<file path="config.mk">
export PLATFORM = sky130hd
export DESIGN_NAME = dmem_access_ctrl_flat
export DESIGN_NICKNAME = d
export VERILOG_FILES = /design/src/rtl/dmem_access_ctrl_if.sv /design/src/rtl/dmem_access_ctrl.sv /design/src/flat_wrapper.sv
export SDC_FILE = /design/constraint.sdc
export NUM_CORES = 1
export LEC_CHECK = 0
export ABC_AREA = 1
export CAP_MARGIN = 30
export CORE_AREA = 5 5 125 139
export DETAILED_ROUTE_END_ITERATION = 8
export DIE_AREA = 0 0 130 144
export GPL_TIMING_DRIVEN = 0
export PLACE_DENSITY = 0.77
export SLEW_MARGIN = 30
export SYNTH_ARGS = -nofsm -noshare
export SYNTH_HDL_FRONTEND = slang
export SYNTH_SLANG_ARGS = --single-unit
</file>
<file path="constraint.sdc">
create_clock -name clk_i -period 1.4 [get_ports clk_i]
set_input_delay 0.42 -clock clk_i [delete_from_list [all_inputs] [get_ports clk_i]]
set_output_delay 0.42 -clock clk_i [all_outputs]
set_load 0.05 [all_outputs]
</file>
<file path="src/rtl/dmem_access_ctrl_if.sv">
// Memory-side bus of the data-memory access controller: level request with
// single-cycle acknowledge. The controller is the master; the memory is the slave.
interface dmem_access_ctrl_if;
  logic        mem_req_o;
  logic        mem_we_o;
  logic [31:0] mem_addr_o;
  logic [31:0] mem_wdata_o;
  logic        mem_ack_i;
  logic [31:0] mem_rdata_i;

  modport master (
    output mem_req_o, mem_we_o, mem_addr_o, mem_wdata_o,
    input  mem_ack_i, mem_rdata_i
  );

  modport slave (
    input  mem_req_o, mem_we_o, mem_addr_o, mem_wdata_o,
    output mem_ack_i, mem_rdata_i
  );
endinterface

</file>
<file path="src/rtl/dmem_access_ctrl.sv">
// Data-memory access controller: runs one load/store per EX/MEM instruction
// over the request/ack bus, stalling the pipeline until the access resolves.
//
// state | meaning
// IDLE  | waiting for an aligned load/store in EX/MEM
// BUSY  | request on the bus, waiting for ack or timeout
// DONE  | one-cycle release; pipeline advances, read result valid
module dmem_access_ctrl #(
  parameter int unsigned TIMEOUT_CYC = 255,
  parameter int unsigned CNT_W       = 16
) (
  input  logic               clk_i,
  input  logic               rst_i,
  input  logic               MemRead_i,
  input  logic               MemWrite_i,
  input  logic [31:0]        Addr_i,
  input  logic [31:0]        WrData_i,
  output logic               stall_o,
  output logic [31:0]        RdData_o,
  output logic               RdValid_o,
  output logic               err_o,
  output logic [CNT_W-1:0]   rd_cnt_o,
  output logic [CNT_W-1:0]   wr_cnt_o,
  dmem_access_ctrl_if.master mem_if
);

  typedef enum logic [1:0] {IDLE, BUSY, DONE} state_e;

  localparam logic [7:0]       TMO_LAST = 8'(TIMEOUT_CYC - 1);
  localparam logic [CNT_W-1:0] CNT_MAX  = '1;

  state_e           state_q, state_d;
  logic             we_q, we_d;
  logic [31:0]      addr_q, addr_d;
  logic [31:0]      wdata_q, wdata_d;
  logic [31:0]      rdata_q, rdata_d;
  logic [7:0]       tmo_q, tmo_d;
  logic             rd_ok_q, rd_ok_d;
  logic             err_q, err_d;
  logic [CNT_W-1:0] rd_cnt_q, rd_cnt_d;
  logic [CNT_W-1:0] wr_cnt_q, wr_cnt_d;
  logic             stall_d;
  logic             access;
  logic             aligned;

  assign access  = MemRead_i | MemWrite_i;
  assign aligned = (Addr_i[1:0] == 2'b00);

  always_comb begin
    state_d  = state_q;
    we_d     = we_q;
    addr_d   = addr_q;
    wdata_d  = wdata_q;
    rdata_d  = rdata_q;
    tmo_d    = tmo_q;
    rd_ok_d  = rd_ok_q;
    err_d    = err_q;
    rd_cnt_d = rd_cnt_q;
    wr_cnt_d = wr_cnt_q;
    stall_d  = 1'b0;

    case (state_q)
      IDLE: begin
        if (access) begin
          if (aligned) begin
            stall_d = 1'b1;
            we_d    = MemWrite_i;
            addr_d  = Addr_i;
            wdata_d = WrData_i;
            tmo_d   = 8'd0;
            rd_ok_d = 1'b0;
            state_d = BUSY;
          end else begin
            err_d = 1'b1;
          end
        end
      end
      BUSY: begin
        stall_d = 1'b1;
        tmo_d   = tmo_q + 8'd1;
        // An ack on the final allowed cycle still completes the access.
        if (mem_if.mem_ack_i) begin
          state_d = DONE;
          if (we_q) begin
            if (wr_cnt_q != CNT_MAX) wr_cnt_d = wr_cnt_q + 1'b1;
          end else begin
            rdata_d = mem_if.mem_rdata_i;
            rd_ok_d = 1'b1;
            if (rd_cnt_q != CNT_MAX) rd_cnt_d = rd_cnt_q + 1'b1;
          end
        end else if (tmo_q == TMO_LAST) begin
          state_d = DONE;
          err_d   = 1'b1;
          rdata_d = 32'h0;
        end
      end
      DONE: begin
        state_d = IDLE;
      end
      default: begin
        state_d = IDLE;
      end
    endcase
  end

  always_ff @(posedge clk_i or negedge rst_i) begin
    if (!rst_i) begin
      state_q  <= IDLE;
      we_q     <= 1'b0;
      addr_q   <= 32'h0;
      wdata_q  <= 32'h0;
      rdata_q  <= 32'h0;
      tmo_q    <= 8'd0;
      rd_ok_q  <= 1'b0;
      err_q    <= 1'b0;
      rd_cnt_q <= '0;
      wr_cnt_q <= '0;
    end else begin
      state_q  <= state_d;
      we_q     <= we_d;
      addr_q   <= addr_d;
      wdata_q  <= wdata_d;
      rdata_q  <= rdata_d;
      tmo_q    <= tmo_d;
      rd_ok_q  <= rd_ok_d;
      err_q    <= err_d;
      rd_cnt_q <= rd_cnt_d;
      wr_cnt_q <= wr_cnt_d;
    end
  end

  // The IDLE stall is combinational from the inputs, so gate it while in reset.
  assign stall_o            = stall_d & rst_i;
  assign RdData_o           = rdata_q;
  assign RdValid_o          = (state_q == DONE) & rd_ok_q;
  assign err_o              = err_q;
  assign rd_cnt_o           = rd_cnt_q;
  assign wr_cnt_o           = wr_cnt_q;
  assign mem_if.mem_req_o   = (state_q == BUSY);
  assign mem_if.mem_we_o    = we_q;
  assign mem_if.mem_addr_o  = addr_q;
  assign mem_if.mem_wdata_o = wdata_q;

endmodule

</file>
<file path="src/flat_wrapper.sv">
// flat-port wrapper written by rule: the top's interface ports become plain ports
module dmem_access_ctrl_flat 
#(
  parameter int unsigned TIMEOUT_CYC = 255,
  parameter int unsigned CNT_W       = 16
)
  (clk_i, rst_i, MemRead_i, MemWrite_i, Addr_i, WrData_i, stall_o, RdData_o, RdValid_o, err_o, rd_cnt_o, wr_cnt_o, mem_if_mem_req_o, mem_if_mem_we_o, mem_if_mem_addr_o, mem_if_mem_wdata_o, mem_if_mem_ack_i, mem_if_mem_rdata_i);
  dmem_access_ctrl_if mem_if_i ();
  input  logic clk_i;
  input  logic rst_i;
  input  logic MemRead_i;
  input  logic MemWrite_i;
  input  logic [31:0] Addr_i;
  input  logic [31:0] WrData_i;
  output logic stall_o;
  output logic [31:0] RdData_o;
  output logic RdValid_o;
  output logic err_o;
  output logic [CNT_W-1:0] rd_cnt_o;
  output logic [CNT_W-1:0] wr_cnt_o;
  output wire logic [$bits(mem_if_i.mem_req_o)-1:0] mem_if_mem_req_o;
  output wire logic [$bits(mem_if_i.mem_we_o)-1:0] mem_if_mem_we_o;
  output wire logic [$bits(mem_if_i.mem_addr_o)-1:0] mem_if_mem_addr_o;
  output wire logic [$bits(mem_if_i.mem_wdata_o)-1:0] mem_if_mem_wdata_o;
  input wire logic [$bits(mem_if_i.mem_ack_i)-1:0] mem_if_mem_ack_i;
  input wire logic [$bits(mem_if_i.mem_rdata_i)-1:0] mem_if_mem_rdata_i;
  assign mem_if_mem_req_o = mem_if_i.mem_req_o;
  assign mem_if_mem_we_o = mem_if_i.mem_we_o;
  assign mem_if_mem_addr_o = mem_if_i.mem_addr_o;
  assign mem_if_mem_wdata_o = mem_if_i.mem_wdata_o;
  assign mem_if_i.mem_ack_i = mem_if_mem_ack_i;
  assign mem_if_i.mem_rdata_i = mem_if_mem_rdata_i;
  dmem_access_ctrl #(.TIMEOUT_CYC(TIMEOUT_CYC), .CNT_W(CNT_W)) u_core (.clk_i(clk_i), .rst_i(rst_i), .MemRead_i(MemRead_i), .MemWrite_i(MemWrite_i), .Addr_i(Addr_i), .WrData_i(WrData_i), .stall_o(stall_o), .RdData_o(RdData_o), .RdValid_o(RdValid_o), .err_o(err_o), .rd_cnt_o(rd_cnt_o), .wr_cnt_o(wr_cnt_o), .mem_if(mem_if_i));
endmodule
</file>
Word-level counts from Yosys, hierarchy flattened
Cells that the tools add are included.
Cells by class
  add/subtract/negate cells: 3
  equal/unequal tests: 14
  mux-type cells: 24
  bitwise logic cells: 4
  reduce and logical (&&, ||, !) cells: 12
Operator list (number)
  32-bit two-way mux: 3
  16-bit by 1-bit adder with 16-bit output, second input constant: 2
  16-bit != test, second input constant: 2
  8-bit two-way mux: 2
  8-bit one-hot mux with 2 select lines: 1
  3-bit AND reduction: 4
  1-bit two-way mux: 10
  5-bit AND reduction: 2
  8-bit by 1-bit adder with 8-bit output, second input constant: 1
  8-bit equality test, second input constant: 1
  2-bit two-way mux: 4
  2-bit by 1-bit != test with 1-bit output, second input constant: 4
  2-bit != test, second input constant: 4
  4-bit AND reduction: 2
  1-bit one-hot mux with 2 select lines: 3
  2-bit logical NOT: 2
  2-bit one-hot mux with 2 select lines: 1
  2-bit nonzero test: 2
  3-bit by 1-bit != test with 1-bit output, second input constant: 1
  1-bit AND: 2
  2-bit by 1-bit equality test with 1-bit output, second input constant: 1
  2-bit equality test, second input constant: 1
  1-bit NOT: 1
  1-bit OR: 1
Word-level totals
  register bits: 141
  input bits: 101
  output and inout port bits: 133
  word-level logic and storage cells: 67

Depth between registers and ports, before layout
  depth in word-level cells: 5
  gate-level depth with buffers: 10
  depth with buffers taken out: 9

Worst setup path before layout
Ideal clock, no wire load.
  path type: register -> output
  from: register u_core.state_q[0]
  to: output port stall_o
  arrival time: 2.093 ns
  required time: 0.980 ns
  path slack: -1.113 ns
  stages on the path, launching flop included: 6
  path buffers: 2
  cell sequence: dfrtp_1 > nor2_1 > nand3_1 > buf_2 > buf_2 > a21boi_0
Between the ends
  cells in the longest elaborated chain, start to end: 3
  elaborated cells on any way between the ends: 4
  those cells by class: 1 x eq/ne; 1 x mux; 1 x bitwise; 1 x reduce/logical
Ends and longest elaborated chain
  start: declaration: line dmem_access_ctrl.sv:32  | state_e state_q, state_d;
  start signal: assignment: line dmem_access_ctrl.sv:119  | state_q <= state_d;
  2-bit by 1-bit equality test with 1-bit output / 2-bit logical NOT (equally long branches): line dmem_access_ctrl.sv:62  | case (state_q)
  1-bit one-hot mux with 2 select lines (*): line dmem_access_ctrl.sv:62
  1-bit AND (*): line dmem_access_ctrl.sv:133  | assign stall_o = stall_d & rst_i;
  end: declaration: line flat_wrapper.sv:15  | output logic stall_o;
Every way passes the cells marked *; elsewhere a longest branch is shown, timed or not.

Final worst setup path
  from: input port MemRead_i
  to: output port stall_o
Between the ends
  cells in the longest elaborated chain, start to end: 4
Ends and longest elaborated chain
  start: declaration: line flat_wrapper.sv:11  | input logic MemRead_i;
  1-bit OR: line dmem_access_ctrl.sv:46  | assign access = MemRead_i | MemWrite_i;
  1-bit two-way mux: line dmem_access_ctrl.sv:64  | if (access) begin
  1-bit one-hot mux with 2 select lines: line dmem_access_ctrl.sv:62
  1-bit AND: line dmem_access_ctrl.sv:133
No other way between the ends.

==> metrics.txt <==
die area 0.0187 mm2; via count 7101; Synth area leader dfrtp_1; final hold violations between 50 and 60; Post-DP HPWL between 10000 and 15000 um; # setup viols final 227; distinct cell type count after synthesis 28; FF+latch area 0.00356 mm2; Pre-antenna DRT Iters 5; CTS tree done; fraction of layout instances using a drive strength above 1 43.8%; Rel. slew slack 67.7%; initial antenna violation count 0; post-route minimum period just over 2000 ps; Gate Count Post-Synth 782; most frequent cell after synthesis nand2_1; RePlAce Congestion 0.835; Setup crit start MemRead_i; clock skew around 10 ps; number of cells on the critical path 8; final instance area 0.0122 mm2; EDFF count, synth 0; CTS HTree Levels 4; Worst setup EP type output port; synthesized flop and latch total about 140; area grow syn2layout 91.3%; Overall Global Routing Usage 24.9%; syn nets 887; FFs w/ async S/R, synth between 90% and 100%; HP Class in -> async; Placed Cells 1219; outcome complete, but fails checks; cell mode on critical path buf_8; first-pass GRT wire length 36200 um; antenna-violating nets left 0; slowest stage delay, CP 480 ps; CTS Sinks 141; final core utilization around three quarters; crit-path max FO 2; die span in x ~130 um; reg2reg end u_core.mem_if.mem_addr_o[4]; maxcap violations 0; Slew Viols, Final 0; Commonest cells post-synth nand2_1 (400), dfrtp_1 (141), nand3_1 (42); CTS Buf Count 17; Avg Synthesized Cell Area 8.16 um2; Root Buffer clkbuf_16; I/O Pins 234; critical path cell sequence clkdlybuf4s50_1 -> inv_1 -> nand2_1 -> nand3_2 -> buf_6 -> buf_8 -> a21boi_4 -> buf_8; fin cells 1406; Worst Path Buf+Inv 5; clk_lat worst skew roughly 430 ps; CTS Buffer Depth 2; Multi-input gate area between 0.003 and 0.004 mm2; reg2reg path depth 9; Fin Setup TNS -23260 ps; Most used DFF post-synth dfrtp_1; Worst-path clk slew around 60 ps; hold_ws -87.9 ps; sequential fraction of the synthesis area 55.3%; number of global-route vias before repair between 7000 and 8000; fill count 979; Worst Path Required 980 ps; total power 20.6 mW; crit-path leading delay family buffers and inverters; RSZ-0062 raised after global routing yes; CORE AREA roughly 0.016 mm2; slowest CP cell clkdlybuf4s50_1; VDD IR max 1.22 mV; actual slew at the worst max-slew pin 485 ps; placed cell area 0.00916 mm2; crit path capture stall_o; initial cell density of the core 40.0%; chip height 144 um; nets roughly 1300; Port Buffer Count 232; Crit Path Category in -> out; WL per Instance 17.9 um; P per Cell Area 1690 mW/mm2; Fmax 0.481 GHz; Remaining Overflow, GRT 0; final WL 25100 um; Yosys warnings 0; # diodes 0; origin of the critical flop-to-flop path u_core.state_q[1]; failing checks negative hold slack, negative setup slack; vias per cell 5.05; largest net degree at the start of global routing 83; crit path DAT 1660 ps; period utilization 148%; detailed router's first-iteration violation count 560; FP Rows between 40 and 50; leakage power 6.07 nW; mapped cell area 0.00638 mm2; worst setup margin -678 ps; setup slack, reg-to-reg -250 ps; Synth area leaders dfrtp_1 (55%), nand2_1 (24%), nand4_1 (3.6%), nand3_1 (3.3%), inv_1 (1.9%); DRC errors left 0; post-synth top area share a little under three fifths; CP Launch Type input port
## per-layer routing
| metal | wire [um] | global-route usage, % |
|---|---|---|
| met1 | 9010 | 28.5 |
| met2 | 13100 | 42.4 |
| met3 | 2260 | 9.94 |
| met4 | 772 | 9.14 |
| met5 | 0 | 0 |
## worst min-delay path by stage
stage                           startpoint  cells past startpoint                           to
3_5_place_dp                         rst_i                      1          u_core.rd_cnt_o[13]
5_1_grt                              rst_i                      1           u_core.rd_cnt_o[5]
4_1_cts                              rst_i                      1          u_core.rd_cnt_o[15]
3_3_place_gp   u_core.mem_if.mem_addr_o[0]                      2  u_core.mem_if.mem_addr_o[0]
2_1_floorplan                        rst_i                      0           u_core.RdData_o[0]
6_report                             rst_i                      1           u_core.rd_cnt_o[5]
## worst register-to-register path: stages (launching register included)
cell and delay, ps:
dfrtp_1 410, nor2_2 150, nand3_2 90, buf_6 130, buf_4 170, buf_16 170, inv_16 90, bufbuf_16 250
nand2_1 60, nand2_1 70
## layout make-up
type | instances | share of cell area, %
tap | 204 | 2.09
inverter | 35 | 1.25
sequential | 141 | 29.2
buffer | 33 | 3.59
timing repair inverter | 2 | 0.185
timing repair buffer | 386 | 33.6
clock inverter | 14 | 1.31
multi-input combinational | 573 | 25.1
clock buffer | 18 | 3.60
## where the power goes
part	total, mW	switching, mW	internal (mW)
registers	6.05	0.941	5.11
logic	9.93	5.87	4.06
clock network	4.65	1.95	2.71
total	20.6	8.76	11.9
## kinds of logic after synthesis
kind of cell / Yosys count / synth area share, %
AO/OA/AOI/OAI: 14 / 1.20
XOR/XNOR: 14 / 1.92
adder cells (fa/ha/maj): 4 / 0.785
buffers and inverters: 69 / 4.83
flip-flops: 141 / 55.3
AND/OR/NAND/NOR: 540 / 35.9
## layout by cell type (no fill, tap or decap), drive strengths merged, types with 3 or more instances in the layout
cell type / instances
o21ai: 7
nor3: 8
clkinvlp: 4
nor2: 39
nand2: 405
nand3b: 9
a21oi: 3
nand3: 42
clkdlybuf4s50: 96
buf: 303
inv: 42
ha: 4
clkbuf: 34
clkinv: 3
xnor2: 5
nand4: 37
xor2: 9
dfrtp: 141
## registers in the layout, indices dropped and copies added (netlist names)
name / cells
u_core.RdData_o: 32
u_core.mem_if.mem_addr_o: 32
u_core.mem_if.mem_wdata_o: 32
u_core.rd_cnt_o: 16
u_core.wr_cnt_o: 16
u_core.tmo_q: 8
u_core.state_q: 2
u_core.err_o: 1
u_core.mem_if.mem_we_o: 1
u_core.rd_ok_q: 1
## what timing repair did
item	CTS	global route
setup buffers	84	51
hold endpoints to repair	59	59
resized for setup	1109	77
endpoints found under the setup margin	262	268
pin swaps	36	26
gates cloned	24	0
## metrics by stage
| stage | hold slack (ps) | setup WS (ps) |
|---|---|---|
| after floorplan | 124 | -266 |
| after global placement | 450 | -6530 |
| after detailed placement | 386 | -1460 |
| after CTS | -72.6 | -664 |
| after global routing | -56.9 | -702 |
| final | -87.9 | -678 |
Power figures use the tool's default switching activity.
==> RTL edit (same flow settings) <==
Make the reset (`rst_i`) synchronous in one clocked block.
--- a/src/rtl/dmem_access_ctrl.sv
+++ b/src/rtl/dmem_access_ctrl.sv
@@ -103,7 +103,7 @@
     endcase
   end
 
-  always_ff @(posedge clk_i or negedge rst_i) begin
+  always_ff @(posedge clk_i) begin
     if (!rst_i) begin
       state_q  <= IDLE;
       we_q     <= 1'b0;
Function: differs if rst_i is asserted again (counterexample within 4 cycles, from zero or initial values and one cycle with rst_i low); with rst_i held inactive, the same outputs for 4 cycles.
==> RTL edit against the original RTL <==
- sequential cell count unchanged
- routed wire length fell by 16%
- design area shrank 11%
- highest routed layer is now met5
- the run ends with negative setup slack left
- cell count is 5.6% lower
- utilization fell by 8.7 points
- area after synthesis down 8.4%
- sequential share of layout area decreased by 1.9 points
- setup slack gained 0.24 ns
Power is not compared: it rests on default switching activity, and its combinational part moved more than twofold at a synthesized area within 25%.
==> RTL edit: results (changes against the original RTL) <==
* DRT met1 WL at 7910 microns (-12%)
* Cell count of the worst reg-to-reg path at 12 (+3)
* Slowest CP cell: dfxtp_4
* Max_slew headroom at 57.0% (-11 points)
* Global-route wire length before repair at 30300 microns (-16%)
* Initial antenna violation count at 1 (+1)
* Worst Setup SP: u_core.state_q[0]$_SDFFE_PN0P_
* Synth Flop Type: dfxtp_1
* Yosys cell types at 34 (+21%)
* Arrival time worst endpoint at 1.42 ns (-0.24 ns)
* Layout cell share with drive strength beyond 1 at 40.9% (-3.0 points)
* Met2 Wirelength at 10700 microns (-18%)
* Crit-path leading delay family: simple AND/OR/NAND/NOR gates
* Gr usage total at 20.2% (-4.8 points)
* Status: finished with violations
* WL met3 at 1990 microns (-12%)
* Synth async-reset ratio at 0% (-100 points)
* Clock skew at 0.00628 ns (-0.00353 ns)
* Synth top cells by count: 204 x nor2_1, 141 x dfxtp_1, 106 x nand2_1
* Post-DP HPWL at 13800 microns (+0.40%)
* Worst-Skew Late Latency at 0.41 ns (-0.02 ns)
* DR iter-0 viols at 266 (-53%)
* FF-to-FF setup slack at -0.33 ns (-0.08 ns)
* Top Metal Used: met5
* Worst reg2reg path endpoint: u_core.rd_cnt_o[7]$_SDFFE_PN0P_
* Wire per inst at 15.9 microns (-11%)
* Post-synth net total at 914 (+3.0%)
* Top area cells in the synthesized netlist: dfxtp_1 48%, nor2_1 13%, nand3_1 7.8%, nand2_1 6.8%, o21ai_0 6.1%
* P_sw at around 3 mW
* DR vias at 6629 (-6.6%)
* Setup Viol. Count Final at 127 (-44%)
* Largest net degree at the start of global routing at 17 (-80%)
* Failing checks: negative setup slack
* Register area share after synthesis at 48.3% (-7.0 points)
* Number of global-route vias before repair at 6206 (-12%)
* Final setup margin at -0.436 ns (+0.242 ns)
* RD Place Congestion at 0.848 (+1.5%)
## RTL edit: per-stage QoR
stage	instance area (sq um)	cells	TNS (ns)	hold WS, ns	setup slack, ns
after floorplan	6110	809	-9.01	0.455	-0.240
final	10800	1327	-20.57	0.418	-0.436
after global placement	8690	1245	-116.06	0.414	-1.51
after CTS	9830	1305	-11.92	0.392	-0.448
after detailed placement	8690	1245	-117.14	0.420	-1.50
after global routing	10800	1327	-29.79	0.410	-0.486
## RTL edit: cells by family (layout without fill, tap and decap cells)
group                      after synthesis  count (layout)  share of synthesized area [%]
buffers and inverters                   88             401                           6.34
AOI/OAI and AO/OA                      140             140                           12.3
DFF                                    141             141                           48.3
adders and majority gates                4               4                          0.857
xor gates and xnor gates                 5               5                          0.750
and+or+nand+nor                        431             432                           31.4
## RTL edit: power by group through the flow
stage / Combinational, mW / Clock [mW] / Sequential (mW)
after floorplan: 0.399 / 0 / 4.84
after global placement: 1.65 / 0 / 4.32
after detailed placement: 1.65 / 0 / 4.33
after CTS: 1.74 / 4.78 / 4.24
after global routing: 2.03 / 4.96 / 4.27
final: 1.92 / 4.66 / 4.25
## RTL edit: area by class of cell
cell class	count	area (sq um)	area share, %
Clock buffer	25	559	5.17
Timing Repair Buffer	282	2960	27.4
Sequential cell	141	2960	27.3
Multi-Input combinational cell	581	3420	31.7
Clock inverter	7	67.6	0.625
Inverter	44	193	1.78
Buffer	43	398	3.68
Tap cell	204	255	2.36
## RTL edit: layer usage
layer | vias up | GRT usage (%)
met5 | - | 0
met4 | 2 | 7.11
met3 | 38 | 8.09
met2 | 275 | 34.8
met1 | 3047 | 22.4
li1 | 3267 | -
## RTL edit: repair_timing
action,CTS,global route
endpoints found under the setup margin,269,214
buffers inserted,23,20
pin swaps,26,45
gates resized for setup,963,250
cloned,5,5
